`config.mk`:
```
export PLATFORM = sky130hd
export DESIGN_NAME = if_pipe_ctrl
export DESIGN_NICKNAME = d
export VERILOG_FILES = /design/src/rtl/if_pipe_ctrl.sv
export SDC_FILE = /design/constraint.sdc
export NUM_CORES = 1
export LEC_CHECK = 0
export ABC_CLOCK_PERIOD_IN_PS = 2300
export CAP_MARGIN = 40
export CORE_ASPECT_RATIO = 1.1
export CORE_MARGIN = 5
export CORE_UTILIZATION = 41
export DETAILED_ROUTE_END_ITERATION = 10
export DONT_BUFFER_PORTS = 1
export GPL_TIMING_DRIVEN = 0
export MAX_ROUTING_LAYER = met4
export PLACE_DENSITY_LB_ADDON = 0.08
export SLEW_MARGIN = 20
export SYNTH_ARGS = -nofsm -noshare
export SYNTH_HDL_FRONTEND = slang
export SYNTH_SLANG_ARGS = --single-unit
```
`constraint.sdc`:
```
create_clock -name clk -period 2.3 [get_ports clk]
set_clock_uncertainty 0.1 [all_clocks]
set_input_delay 0.46 -clock clk [delete_from_list [all_inputs] [get_ports clk]]
set_output_delay 0.46 -clock clk [all_outputs]
set_load 0.01 [all_outputs]
```
`src/rtl/if_pipe_ctrl.sv`:
```
// if_pipe_ctrl
//   Sequencing controller for the instruction-fetch stage and the IF/ID
//   register. It arbitrates between start-up, instruction-memory wait,
//   load-use hazards and control-flow redirects (branch, j, jr). It produces
//   the PC hold, IF/ID hold, kill and reset controls and an ID/EX bubble
//   request.
//
//   Parameters
//     STARTUP_CYCLES  edges IFrst stays low after pcRst rises (1..15)
//     IMEM_TIMEOUT    consecutive not-ready cycles before imem_err (1..255)
//
//   Ports
//     clk, pcRst         clock (rising edge); asynchronous active-low reset
//     imem_ready         instruction word for the current PC is valid
//     brflag/jflag/jrflag redirects resolved in ID
//     ex_is_load, ex_rt  load currently in ID/EX and its destination
//     id_rs, id_rt,      source fields of the instruction in IF/ID
//     id_uses_rt
//     pcHold, IFhold     hold the PC / IF/ID register
//     IFkill, IDkill     load a bubble into IF/ID / ID/EX at the next edge
//     IFrst              active-low reset to the IF/ID register
//     imem_err           sticky imem wait timeout flag
//
//   Optional build macro IF_PIPE_STATS_EN adds stall_cnt and flush_cnt
//   (32-bit, wrapping) counting held-PC cycles and redirect squashes.
//
//   state  | meaning
//   -------+-----------------------------------------------------------
//   START  | after reset; IF/ID held in reset for STARTUP_CYCLES edges
//   RUN    | normal fetch; hazard stall and redirect squash handled here
//   IWAIT  | instruction memory not ready; PC held, bubbles flow into ID

module if_pipe_ctrl #(
  parameter int unsigned STARTUP_CYCLES = 2,
  parameter int unsigned IMEM_TIMEOUT   = 8
) (
  input  logic        clk,
  input  logic        pcRst,
  input  logic        imem_ready,
  input  logic        brflag,
  input  logic        jflag,
  input  logic        jrflag,
  input  logic        ex_is_load,
  input  logic [4:0]  ex_rt,
  input  logic [4:0]  id_rs,
  input  logic [4:0]  id_rt,
  input  logic        id_uses_rt,
  output logic        pcHold,
  output logic        IFhold,
  output logic        IFkill,
  output logic        IFrst,
  output logic        IDkill,
`ifdef IF_PIPE_STATS_EN
  output logic [31:0] stall_cnt,
  output logic [31:0] flush_cnt,
`endif
  output logic        imem_err
);

  typedef enum logic [1:0] {
    ST_START = 2'd0,
    ST_RUN   = 2'd1,
    ST_IWAIT = 2'd2
  } state_t;

  localparam logic [7:0] C_START_LAST = 8'(STARTUP_CYCLES - 1);
  localparam logic [7:0] C_TIMEOUT    = 8'(IMEM_TIMEOUT);

  state_t     r_state, w_state_nxt;
  logic [7:0] r_cnt, w_cnt_nxt, w_cnt_inc;
  logic       r_pend, w_pend_nxt;
  logic       r_err, w_err_nxt;
  logic       w_hz, w_redir_in, w_redir_fire;

  assign w_hz = ex_is_load & (ex_rt != 5'd0) &
                ((ex_rt == id_rs) | (id_uses_rt & (ex_rt == id_rt)));
  assign w_redir_in = brflag | jflag | jrflag;
  assign w_cnt_inc  = (r_cnt == 8'hFF) ? r_cnt : r_cnt + 8'd1;
  assign imem_err   = r_err;

  always_ff @(posedge clk or negedge pcRst) begin
    if (!pcRst) begin
      r_state <= ST_START;
      r_cnt   <= 8'd0;
      r_pend  <= 1'b0;
      r_err   <= 1'b0;
    end else begin
      r_state <= w_state_nxt;
      r_cnt   <= w_cnt_nxt;
      r_pend  <= w_pend_nxt;
      r_err   <= w_err_nxt;
    end
  end

  always_comb begin
    w_state_nxt  = r_state;
    w_cnt_nxt    = r_cnt;
    w_pend_nxt   = r_pend;
    w_err_nxt    = r_err;
    w_redir_fire = 1'b0;
    pcHold       = 1'b0;
    IFhold       = 1'b0;
    IFkill       = 1'b0;
    IFrst        = 1'b1;
    IDkill       = 1'b0;

    case (r_state)
      ST_START: begin
        IFrst  = 1'b0;
        pcHold = 1'b1;
        IFhold = 1'b1;
        if (r_cnt == C_START_LAST) begin
          w_state_nxt = ST_RUN;
          w_cnt_nxt   = 8'd0;
        end else begin
          w_cnt_nxt = w_cnt_inc;
        end
      end

      ST_RUN: begin
        if (!imem_ready) begin
          pcHold      = 1'b1;
          IFkill      = 1'b1;
          w_state_nxt = ST_IWAIT;
          w_cnt_nxt   = 8'd1;
          if (C_TIMEOUT <= 8'd1) w_err_nxt = 1'b1;
          // A redirect seen while fetch stalls is remembered; hazard-stale
          // flags are not.
          if (w_redir_in && !w_hz) w_pend_nxt = 1'b1;
        end else if (w_hz) begin
          pcHold = 1'b1;
          IFhold = 1'b1;
          IDkill = 1'b1;
        end else if (w_redir_in || r_pend) begin
          IFkill       = 1'b1;
          w_redir_fire = 1'b1;
        end
      end

      ST_IWAIT: begin
        if (imem_ready) begin
          // Exit cycle behaves as RUN on live inputs; a pending redirect is
          // taken in the first RUN-state cycle.
          w_state_nxt = ST_RUN;
          w_cnt_nxt   = 8'd0;
          if (w_hz) begin
            pcHold = 1'b1;
            IFhold = 1'b1;
            IDkill = 1'b1;
          end else if (w_redir_in) begin
            IFkill       = 1'b1;
            w_redir_fire = 1'b1;
          end
        end else begin
          pcHold    = 1'b1;
          IFkill    = 1'b1;
          w_cnt_nxt = w_cnt_inc;
          if (w_cnt_inc >= C_TIMEOUT) w_err_nxt = 1'b1;
          if (w_redir_in && !w_hz) w_pend_nxt = 1'b1;
        end
      end

      default: begin
        w_state_nxt = ST_START;
        w_cnt_nxt   = 8'd0;
      end
    endcase

    if (w_redir_fire) w_pend_nxt = 1'b0;
  end

`ifdef IF_PIPE_STATS_EN
  logic w_stall;
  assign w_stall = pcHold & ((r_state == ST_RUN) | (r_state == ST_IWAIT));

  always_ff @(posedge clk or negedge pcRst) begin
    if (!pcRst) begin
      stall_cnt <= 32'd0;
      flush_cnt <= 32'd0;
    end else begin
      if (w_stall)      stall_cnt <= stall_cnt + 32'd1;
      if (w_redir_fire) flush_cnt <= flush_cnt + 32'd1;
    end
  end
`endif

endmodule

```
======== Word level (Yosys, flattened, before mapping) ========
Cells that the tools add are included.
word-level totals
  flip-flop bits (word level) ............. 12
  latch bits .............................. 0
  RAM bits ................................ 0
  bits in read-only memories .............. 0
  input port bits ......................... 23
  word-level logic and storage cells ...... 64
  memories ................................ 0
operators by class
  add/subtract/negate cells ............... 1
  multiply operators ...................... 0
  divide/modulo/power cells ............... 0
  $lt $le $gt $ge ......................... 1
  eq/ne operators ......................... 10
  shift-type cells ........................ 0
  muxes and demuxes ....................... 30
  bitwise gates (word level) .............. 7
  reductions and logical operators ........ 11
operators with widths
  operator                                             count
  2-to-1 mux 8 bit                                     4
  one-hot mux 8 bit (3 select lines)                   1
  2-to-1 mux 1 bit                                     17
  equality test 5 bit                                  2
  AND reduction 3 bit                                  3
  adder 8 x 1 -> 8 bit, second input constant          1
  equality test 8 x 1 -> 1 bit, second input constant  1
  equality test 8 bit, second input constant           1
  >= comparator 8 x 4 -> 1 bit, second input constant  1
  one-hot mux 1 bit (2 select lines)                   4
  2-to-1 mux 2 bit                                     3
  != test 2 bit, second input constant                 3
  one-hot mux 2 bit (3 select lines)                   1
  nonzero test 5 bit                                   1
  nonzero test 2 bit                                   2
  AND 1 bit                                            3
  OR 1 bit                                             3
  equality test 2 x 1 -> 1 bit, second input constant  1
  equality test 2 bit, second input constant           1
  logical NOT 2 bit                                    1
  != test 2 x 1 -> 1 bit, second input constant        1
  OR reduction 2 bit                                   1
  logical AND 1 bit                                    1
  logical NOT 1 bit                                    1
  2 further kinds                                      2

======== Depth between registers and ports, before layout ========
Gate-level depths: netlist of the first run.
  depth in word-level cells ............... 10
  gate-level depth with buffers ........... 7
  depth with buffers taken out ............ 7

======== Worst setup path before layout of the first run ========
Ideal clock, no wire load.
  path kind ............................... input port to output port
  start point ............................. input ex_rt[3]
  end point ............................... output pcHold
  data arrival time ....................... 1613 ps
  data required time ...................... 1740 ps
  slack ................................... 127 ps
  stages on the path ...................... 5
  path buffers ............................ 0
  cells stage by stage .................... xor2_1 nor4_2 a32oi_1 or2_1 a311oi_2
between the ends
  word-level cells in the longest chain between the ends .. 7
  elaborated cells on any way between the ends .. 10
ends and longest elaborated chain
  what                                    RTL line  RTL
  start: declaration                      44        input logic [4:0] ex_rt,
  equality test 5 bit                     76        ((ex_rt == id_rs) | (id_uses_rt & (ex_rt == id_rt)));
  AND 1 bit                               76
  OR 1 bit                                76
  AND 1 bit (*)                           75        assign w_hz = ex_is_load & (ex_rt != 5'd0) &
  2-to-1 mux 1 bit (*)                    130, 146
  2-to-1 mux 1 bit (*)                    121       if (!imem_ready) begin
  one-hot mux 1 bit (2 select lines) (*)  107       case (r_state)
  end: declaration                        48        output logic pcHold,
Every way passes the cells marked *; elsewhere a longest branch is shown, timed or not.

======== Worst setup path in the final report of the first run ========
  start point ............................. register r_state[0]
  end point ............................... output IFhold
between the ends
  word-level cells in the longest chain between the ends .. 3
  elaborated cells on any way between the ends .. 5
ends and longest elaborated chain
  what                                                                 RTL line  RTL
  start: declaration                                                   69        state_t r_state, w_state_nxt;
  start signal: assignment                                             88        r_state <= w_state_nxt;
  equality test 2 bit or equality test 2 x 1 -> 1 bit (tied branches)  107
  OR reduction 2 bit (no line)                                         --
  one-hot mux 1 bit (2 select lines) (*)                               107
  end: declaration                                                     49        output logic IFhold,
Marked as above.

==> flow_summary.json, run 1 <==
{
  "portBuffers": 0,
  "fin_ws_ns": 0.0475,
  "cts_root_buf": "clkbuf_4",
  "cp_max_fo": 4,
  "grt_usage": 0.146,
  "clkSlewWorstSetupHoldPaths_ns": 0.07,
  "ir_drop_mv": 0.205,
  "dpl-instance-area_um2": 1030,
  "clock_latency_ns": 0.27,
  "ant_nets": 0,
  "diodes": 0,
  "htree_levels": 1,
  "vias": 939,
  "wire_per_inst_um": 13.7,
  "die_y_um": 61.7,
  "drive_gt1_frac": 0.108,
  "finish.net_count": 161,
  "most-common-layout-cells": "a21oi_1, nand2_1, nor2_1, dfrtp_1",
  "criticalPathCategory": "reg -> out",
  "syn-num-nets": 155,
  "drc_errors": 0,
  "ys.flop_type": "dfrtp_1",
  "seq_area_frac_synth": 0.302,
  "ys_types": 35,
  "num_rows": 18,
  "drtPass1Iterations": 5,
  "drt_wl_total_um": 2200,
  "worst_slew_pin_slew_ns": 0.547,
  "grt_pass1_vias": 932,
  "pwr_density_cell_nw_per_um2": 345,
  "die_w_um": 57.0,
  "grt_setup_unrepaired": "yes",
  "fmax_mhz": 444,
  "antenna_found_initial": 0,
  "dp.cells": 156,
  "final_common_cell": "a21oi_1",
  "fill_cells": 244,
  "synth_edf_count": 0,
  "post-dp-hpwl_um": 1740,
  "start_util": 0.434,
  "status": "completed",
  "fp.dieArea_um2": 3520,
  "place_congestion": 0.776,
  "synthArstFlopShare": 1.00,
  "setup_viol": 0,
  "overflow": 0,
  "io_pins": 29,
  "ys_ff_latch": 12,
  "slew_violations": 0,
  "p_leak_uw": 0.000435,
  "cp_data_required_time_ns": 1.74,
  "core_area_um2": 2300,
  "avgSynthCellArea_um2": 7.90,
  "end_kind": "primary output",
  "hold_violations": 0,
  "final.min_clock_period_ns": 2.25,
  "areaGrowthSynthToFinish_pct": 7.54,
  "whs_ns": 0.417,
  "syn_inst": 126,
  "cap_violations": 0,
  "final_util": 0.466,
  "clockBufferDepth": 2,
  "clock-sinks": 12,
  "via_per_inst": 5.87,
  "place_ws_ns": 0.0272,
  "cts_made_buffers": 3,
  "yosysWarnings": 0,
  "grt_pass1_wl_um": 3880,
  "hp-class": "reg -> reg",
  "cp-start-kind": "flip-flop",
  "cts_tree": "built",
  "crit_arrival_ns": 1.69,
  "grt_max_degree": 13,
  "stdcell_count": 160,
  "finalCritPeriodShare": 0.979,
  "relSlewSlack": 0.634,
  "fin_area_um2": 1070,
  "drtIter0Drc": 17,
  "netlist_area_um2": 996
}
-- per-stage QoR --
stage          power [uW]  TNS [ns]
6_report              369         0
4_1_cts               376         0
3_5_place_dp          240         0
2_1_floorplan         237         0
3_3_place_gp          239         0
5_1_grt               390   -0.0568
-- final timing paths --
check / from / endpoint / slack, ns / cells past startpoint
max: r_state[0] / IFhold / 0.05 / 5
min: r_pend / r_pend / 0.42 / 1
max reg2reg: r_state[0] / r_cnt[3] / 0.31 / 7
min reg2reg: r_pend / r_pend / 0.42 / 1
max in group asynchronous: pcRst / r_pend / 1.23 / 1
min in group asynchronous: pcRst / r_cnt[5] / 0.51 / 1
-- area by class of cell --
cell class	count	area, um^2	share of cell area
multi-input combinational	103	656	0.612
sequential	12	300	0.280
tap	30	37.5	0.0350
clock buffer	3	22.5	0.0210
buffer	5	22.5	0.0210
inverter	6	22.5	0.0210
timing repair buffer	1	10.0	0.00935
-- per-layer routing --
metal	vias to the layer above	track usage	part of all wire
li1	465	-	-
met1	434	0.165	0.44
met2	36	0.259	0.49
met3	4	0.0145	0.049
met4	0	0.0795	0.019
met5	-	-	0
-- flip-flops by register name, summed over array words and instances (netlist names) --
signal	flops
imem_err	1
r_cnt	8
r_pend	1
r_state	2
-- power by group --
| group | leakage [uW] | switching [uW] | internal (uW) |
|---|---|---|---|
| clock network | 0.0000138 | 67.7 | 60.5 |
| logic | 0.000272 | 17.1 | 13.3 |
| registers | 0.000148 | 0 | 211 |
| total | 0.000435 | 84.8 | 285 |
-- worst max-delay path, stage by stage, from the launching register on --
cell	delay (ns)
dfrtp_1	0.41
inv_1	0.08
ha_1	0.33
nand2_1	0.09
nor3_2	0.31
o21ba_2	0.20
-- logic make-up (layout without fill, tap and decap cells) --
group,Yosys count,in the layout,share of synthesized area
buffers and inverters,11,15,0.0452
adders and majority gates,6,6,0.0754
xor gates and xnor gates,10,10,0.0879
and+or+nand+nor,47,47,0.232
DFF,12,12,0.302
AOI/OAI and AO/OA,40,40,0.258
-- synthesized netlist by cell type (2+ instances only) --
cell type  count  share of area
a21oi_1       14          0.070
dfrtp_1       12           0.30
nand2_1       12          0.045
nor2_1        12          0.045
o21ai_0       10          0.050
xor2_1         9          0.079
nor3_1         8          0.040
ha_1           6          0.075
inv_1          6          0.023
a31oi_1        4          0.025
nand3_1        4          0.020
buf_2          3          0.015
and2_1         2          0.013
clkbuf_1       2         0.0075
nor4_1         2          0.013
-- timing repair --
| action | 4_1_cts | 5_1_grt |
|---|---|---|
| setup endpoints to repair | 1 | 3 |
| pin swaps | 0 | 1 |
| hold buffers | 1 | 0 |
| hold endpoints to repair | 12 | 0 |
| gates resized for setup | 1 | 1 |
| buffers inserted | 0 | 0 |
(Power assumes the default switching activity.)
==> run 2: changes to the inputs <==
--- a/config.mk
+++ b/config.mk
@@ -5,7 +5,7 @@
 export SDC_FILE = /design/constraint.sdc
 export NUM_CORES = 1
 export LEC_CHECK = 0
-export ABC_CLOCK_PERIOD_IN_PS = 2300
+export ABC_CLOCK_PERIOD_IN_PS = 2400
 export CAP_MARGIN = 40
 export CORE_ASPECT_RATIO = 1.1
 export CORE_MARGIN = 5
==> constraint.sdc (replaced) <==
create_clock -name clk -period 2.4 [get_ports clk]
set_clock_uncertainty 0.1 [all_clocks]
set_input_delay 0.48 -clock clk [delete_from_list [all_inputs] [get_ports clk]]
set_output_delay 0.48 -clock clk [all_outputs]
set_load 0.01 [all_outputs]
==> run 2 against run 1 <==
Compared with the run above:
- first-iteration DRC count is the same
- wire length grew 0.14%
- total power is 4.2% lower
- sequential share of layout area did not move
- sequential power decreased by 4%
- critical path type is now in -> out
- setup slack better by 0.043 ns
==> flow_summary.json, run 2 (synthesis gave the netlist of run 1 again) <==
{
  "clockBufferDepth": 2,
  "htree_levels": 1,
  "crit_arrival_ns": 1.73,
  "end_kind": "primary output",
  "cp-start-kind": "input port",
  "p_comb_frac": 0.082,
  "multiInputGateArea_um2": 656,
  "clock-sinks": 12,
  "fp.dieArea_um2": 3520,
  "dpl-instance-area_um2": 1030,
  "overflow": 0,
  "antenna_found_initial": 0,
  "grt_setup_unrepaired": "no",
  "final_common_cell": "a21oi_1",
  "whs_ns": 0.417,
  "post-dp-hpwl_um": 1740,
  "core_area_um2": 2300,
  "start_util": 0.434,
  "setup_viol": 0,
  "postCtsSetupBuffers": 0,
  "place_congestion": 0.776,
  "io_pins": 29,
  "drtIter0Drc": 17,
  "grt_max_degree": 13,
  "cts_made_buffers": 3,
  "drc_errors": 0,
  "status": "completed",
  "areaGrowthSynthToFinish_pct": 7.54,
  "cap_violations": 0,
  "p_clk_frac": 0.347,
  "wire_per_inst_um": 13.8,
  "slew_violations": 0,
  "relSlewSlack": 0.634,
  "via_per_inst": 5.86,
  "pwr_density_cell_nw_per_um2": 331,
  "fill_cells": 244,
  "cts_root_buf": "clkbuf_4",
  "worst_slew_pin_slew_ns": 0.547,
  "clkSlewWorstSetupHoldPaths_ns": 0.07,
  "grt_pass1_vias": 932,
  "criticalPathCategory": "in -> out",
  "die_y_um": 61.7,
  "netSwitchingFraction": 0.230,
  "final_util": 0.466,
  "largest_register_ffs": 8,
  "drive_gt1_frac": 0.108,
  "hp-class": "reg -> reg",
  "finalCritPeriodShare": 0.962,
  "drt_wl_total_um": 2200,
  "power.internal_uw": 273,
  "cp_data_required_time_ns": 1.82,
  "place_ws_ns": 0.0872,
  "ff_latch_area_um2": 300,
  "ir_drop_mv": 0.196,
  "ant_nets": 0,
  "finish.net_count": 161,
  "portBuffers": 0,
  "die_w_um": 57.0,
  "fin_area_um2": 1070,
  "fmax_mhz": 433,
  "diodes": 0,
  "vias": 937,
  "num_rows": 18,
  "hold_violations": 0,
  "cp_max_fo": 4,
  "drtPass1Iterations": 5,
  "cts_tree": "built",
  "p_sw_uw": 81.3,
  "fin_ws_ns": 0.0905,
  "most-common-layout-cells": "a21oi_1, nand2_1, nor2_1, dfrtp_1",
  "grt_usage": 0.146,
  "top_regs": "r_cnt x8, r_state x2",
  "top_register": "r_cnt",
  "p_leak_uw": 0.000435,
  "fin_setup_tns_ns": 0,
  "seqPwrFrac": 0.571,
  "clock_latency_ns": 0.27,
  "final.min_clock_period_ns": 2.31,
  "grt_pass1_wl_um": 3880
}
## run 2: cell type report
type                            count  area share
Tap cell                           30      0.0350
Buffer                              5      0.0210
Clock buffer                        3      0.0210
Sequential cell                    12       0.280
Timing Repair Buffer                1     0.00935
Inverter                            6      0.0210
Multi-Input combinational cell    103       0.612
## run 2: critical path, stage by stage
cell      delay (ns)
xor2_1          0.15
nor4_2          0.25
a32oi_1         0.19
or2_1           0.30
a311oi_2        0.37
## run 2: through the flow
stage	total power, uW	std cells
finish	354	160
global route	374	160
CTS	361	160
detailed placement	230	156
global placement	229	156
floorplan	227	126
## run 2: path summary, 6_finish.rpt
kind | slack [ns] | to | cells after the start | from
max in group asynchronous | 1.31 | r_pend | 1 | pcRst
min in group asynchronous | 0.53 | r_cnt[5] | 1 | pcRst
setup / recovery | 0.09 | pcHold | 5 | ex_rt[3]
setup reg to reg | 0.41 | r_cnt[3] | 7 | r_state[0]
hold / removal | 0.42 | r_pend | 1 | r_pend
hold reg to reg | 0.42 | r_pend | 1 | r_pend
## run 2: timing repair
item / CTS / global route
endpoints found under the hold margin: 12 / 0
hold buffers: 1 / 0
cloned: 0 / 0
pin swaps: 0 / 0
setup endpoints to repair: 1 / 1
resized for setup: 1 / 1
## run 2: per-layer routing
metal	track usage	up-vias	wire, um
met1	0.165	433	955
met2	0.259	36	1090
met4	0.0795	0	41
li1	-	464	-
met3	0.0145	4	113
met5	-	-	0
## run 2: power groups by stage
stage | Sequential [uW] | Clock (uW) | Combinational (uW)
floorplan | 206 | 0 | 21.1
global placement | 206 | 0 | 23.4
detailed placement | 206 | 0 | 24.0
CTS | 202 | 129 | 30.0
global route | 202 | 138 | 33.4
finish | 202 | 123 | 29.1
==> run 3: changes to the inputs <==
--- a/config.mk
+++ b/config.mk
@@ -7,7 +7,7 @@
 export LEC_CHECK = 0
 export ABC_CLOCK_PERIOD_IN_PS = 2400
 export CAP_MARGIN = 40
-export CORE_ASPECT_RATIO = 1.1
+export CORE_ASPECT_RATIO = 1.4
 export CORE_MARGIN = 5
 export CORE_UTILIZATION = 41
 export DETAILED_ROUTE_END_ITERATION = 10
==> constraint.sdc (replaced) <==
create_clock -name clk -period 2.4 [get_ports clk]
set_clock_uncertainty 0.1 [all_clocks]
set_input_delay 0.6 -clock clk [delete_from_list [all_inputs] [get_ports clk]]
set_output_delay 0.6 -clock clk [all_outputs]
set_load 0.01 [all_outputs]
==> run 3 against run 2 <==
Compared with the run above:
- the run now ends with negative setup slack left
- combinational power rose by 19%
- flip-flop and latch count did not move
- total power rose by 2.2%
- global-route usage rose by 0.75 points
- worst hold slack barely moved
- clock power barely moved
- cell count fell by 3.8%
- sequential share of layout area fell by 0.70 points
- sequential power barely moved
- register-to-register slack improved by 0.02 ns
- die area rose by 0.37%
- setup slack got worse by 0.17 ns
- largest cell class unchanged
- highest routed layer unchanged
==> flow_summary.json, run 3 (synthesis gave the netlist of run 1 again) <==
{
  "worst_slew_pin_slew_ns": 0.554,
  "portBuffers": 0,
  "areaGrowthSynthToFinish_pct": 10.3,
  "fin_setup_tns_ns": -0.164,
  "grt_max_degree": 13,
  "cp-start-kind": "input port",
  "violations": "negative setup slack",
  "relSlewSlack": 0.629,
  "cts_root_buf": "clkbuf_4",
  "io_pins": 29,
  "largest_register_ffs": 8,
  "post-dp-hpwl_um": 1830,
  "slew_violations": 0,
  "hp-class": "reg -> reg",
  "fmax_mhz": 404,
  "final_common_cell": "a21oi_1",
  "clock_latency_ns": 0.27,
  "finish.net_count": 162,
  "crit_slowest_cell": "nor4_2",
  "final_util": 0.465,
  "overflow": 0,
  "fill_cells": 251,
  "finalCritPeriodShare": 1.03,
  "crit_arrival_ns": 1.78,
  "setup_viol": 3,
  "diodes": 0,
  "htree_levels": 1,
  "grt_pass1_wl_um": 3950,
  "ant_nets": 0,
  "p_leak_uw": 0.000453,
  "wire_per_inst_um": 15.5,
  "clkSlewWorstSetupHoldPaths_ns": 0.07,
  "die_y_um": 68.3,
  "seqPwrFrac": 0.558,
  "cp_data_required_time_ns": 1.70,
  "end_kind": "primary output",
  "pwr_density_cell_nw_per_um2": 329,
  "grt.met1_usage": 0.180,
  "p_clk_frac": 0.346,
  "critPathBufInv": 1,
  "clock-sinks": 12,
  "antenna_found_initial": 0,
  "top_register": "r_cnt",
  "hold_violations": 0,
  "grt_pass1_vias": 902,
  "grt_usage": 0.154,
  "netSwitchingFraction": 0.240,
  "multiInputGateArea_um2": 684,
  "gr-usage-met3": 0.0153,
  "cap_violations": 0,
  "clockBufferDepth": 2,
  "drive_gt1_frac": 0.137,
  "p_sw_uw": 86.7,
  "fin_ws_ns": -0.0775,
  "whs_ns": 0.417,
  "p_comb_frac": 0.096,
  "place_congestion": 0.833,
  "grt_setup_unrepaired": "yes",
  "grt.busiest_layer": "met2",
  "drc_errors": 0,
  "criticalPathCategory": "in -> out",
  "vias": 936,
  "fp.dieArea_um2": 3530,
  "start_util": 0.421,
  "slowest_delay_ns": 0.29,
  "worst-r2r-setup-slack_ns": 0.43,
  "drtPass1Iterations": 4,
  "core_area_um2": 2360,
  "most-common-layout-cells": "a21oi_1, nand2_1, nor2_1, dfrtp_1",
  "ir_drop_mv": 0.159,
  "final.min_clock_period_ns": 2.48,
  "place_ws_ns": -0.102,
  "drtIter0Drc": 15,
  "cp_max_fo": 3,
  "grt_use_met2": 0.260,
  "ff_latch_area_um2": 300,
  "crit_chain": "xor2_1 > nor4_2 > a32oi_2 > buf_4 > nor3_4 > o21ba_2",
  "drt_wl_total_um": 2390,
  "die_w_um": 51.7,
  "status": "finished, violations left",
  "top_regs": "r_cnt x8, r_state x2",
  "cts_made_buffers": 3,
  "power.internal_uw": 275,
  "cpLargestDelayFamily": "simple AND/OR/NAND/NOR gates",
  "num_rows": 21,
  "cts_tree": "built",
  "via_per_inst": 6.08
}
-- run 3: per-stage QoR --
stage / total power [uW] / std cells / instance area (um^2)
floorplan: 228 / 126 / 1000
global placement: 230 / 149 / 1030
detailed placement: 231 / 149 / 1030
CTS: 364 / 153 / 1070
global route: 385 / 154 / 1100
finish: 362 / 154 / 1100
-- run 3: layout make-up --
class / instances / area share
Multi-Input combinational cell: 103 / 0.623
Timing Repair Buffer: 2 / 0.0159
Tap cell: 23 / 0.0262
Sequential cell: 12 / 0.273
Buffer: 5 / 0.0205
Clock buffer: 3 / 0.0205
Inverter: 6 / 0.0205
-- run 3: power by group through the flow --
stage / sequential (uW) / clock (uW) / combinational, uW
2_1_floorplan: 206 / 0 / 21.5
3_3_place_gp: 206 / 0 / 24.1
3_5_place_dp: 206 / 0 / 24.8
4_1_cts: 202 / 131 / 31.2
5_1_grt: 202 / 144 / 39.1
6_report: 202 / 125 / 34.6
-- run 3: timing repair --
item                       CTS  global route
buffers inserted             0             1
setup endpoints to repair    3             3
pin swaps                    1             1
cloned                       0             0
hold endpoints to repair    12             0
resized for setup            2             3
hold buffers                 1             0
-- run 3: final timing paths --
kind | from | end | cells past startpoint
worst min-delay path | r_pend | r_pend | 1
max in group asynchronous | pcRst | r_pend | 1
worst min register to register | r_pend | r_pend | 1
worst max-delay path | ex_rt[3] | IFhold | 6
worst max register to register | r_state[0] | r_cnt[4] | 7
min in group asynchronous | pcRst | r_cnt[1] | 1
-- run 3: per-layer routing --
metal | vias up | share of wire
met4 | 0 | 0.011
met5 | - | 0
met1 | 440 | 0.42
met3 | 2 | 0.048
met2 | 31 | 0.52
li1 | 463 | -
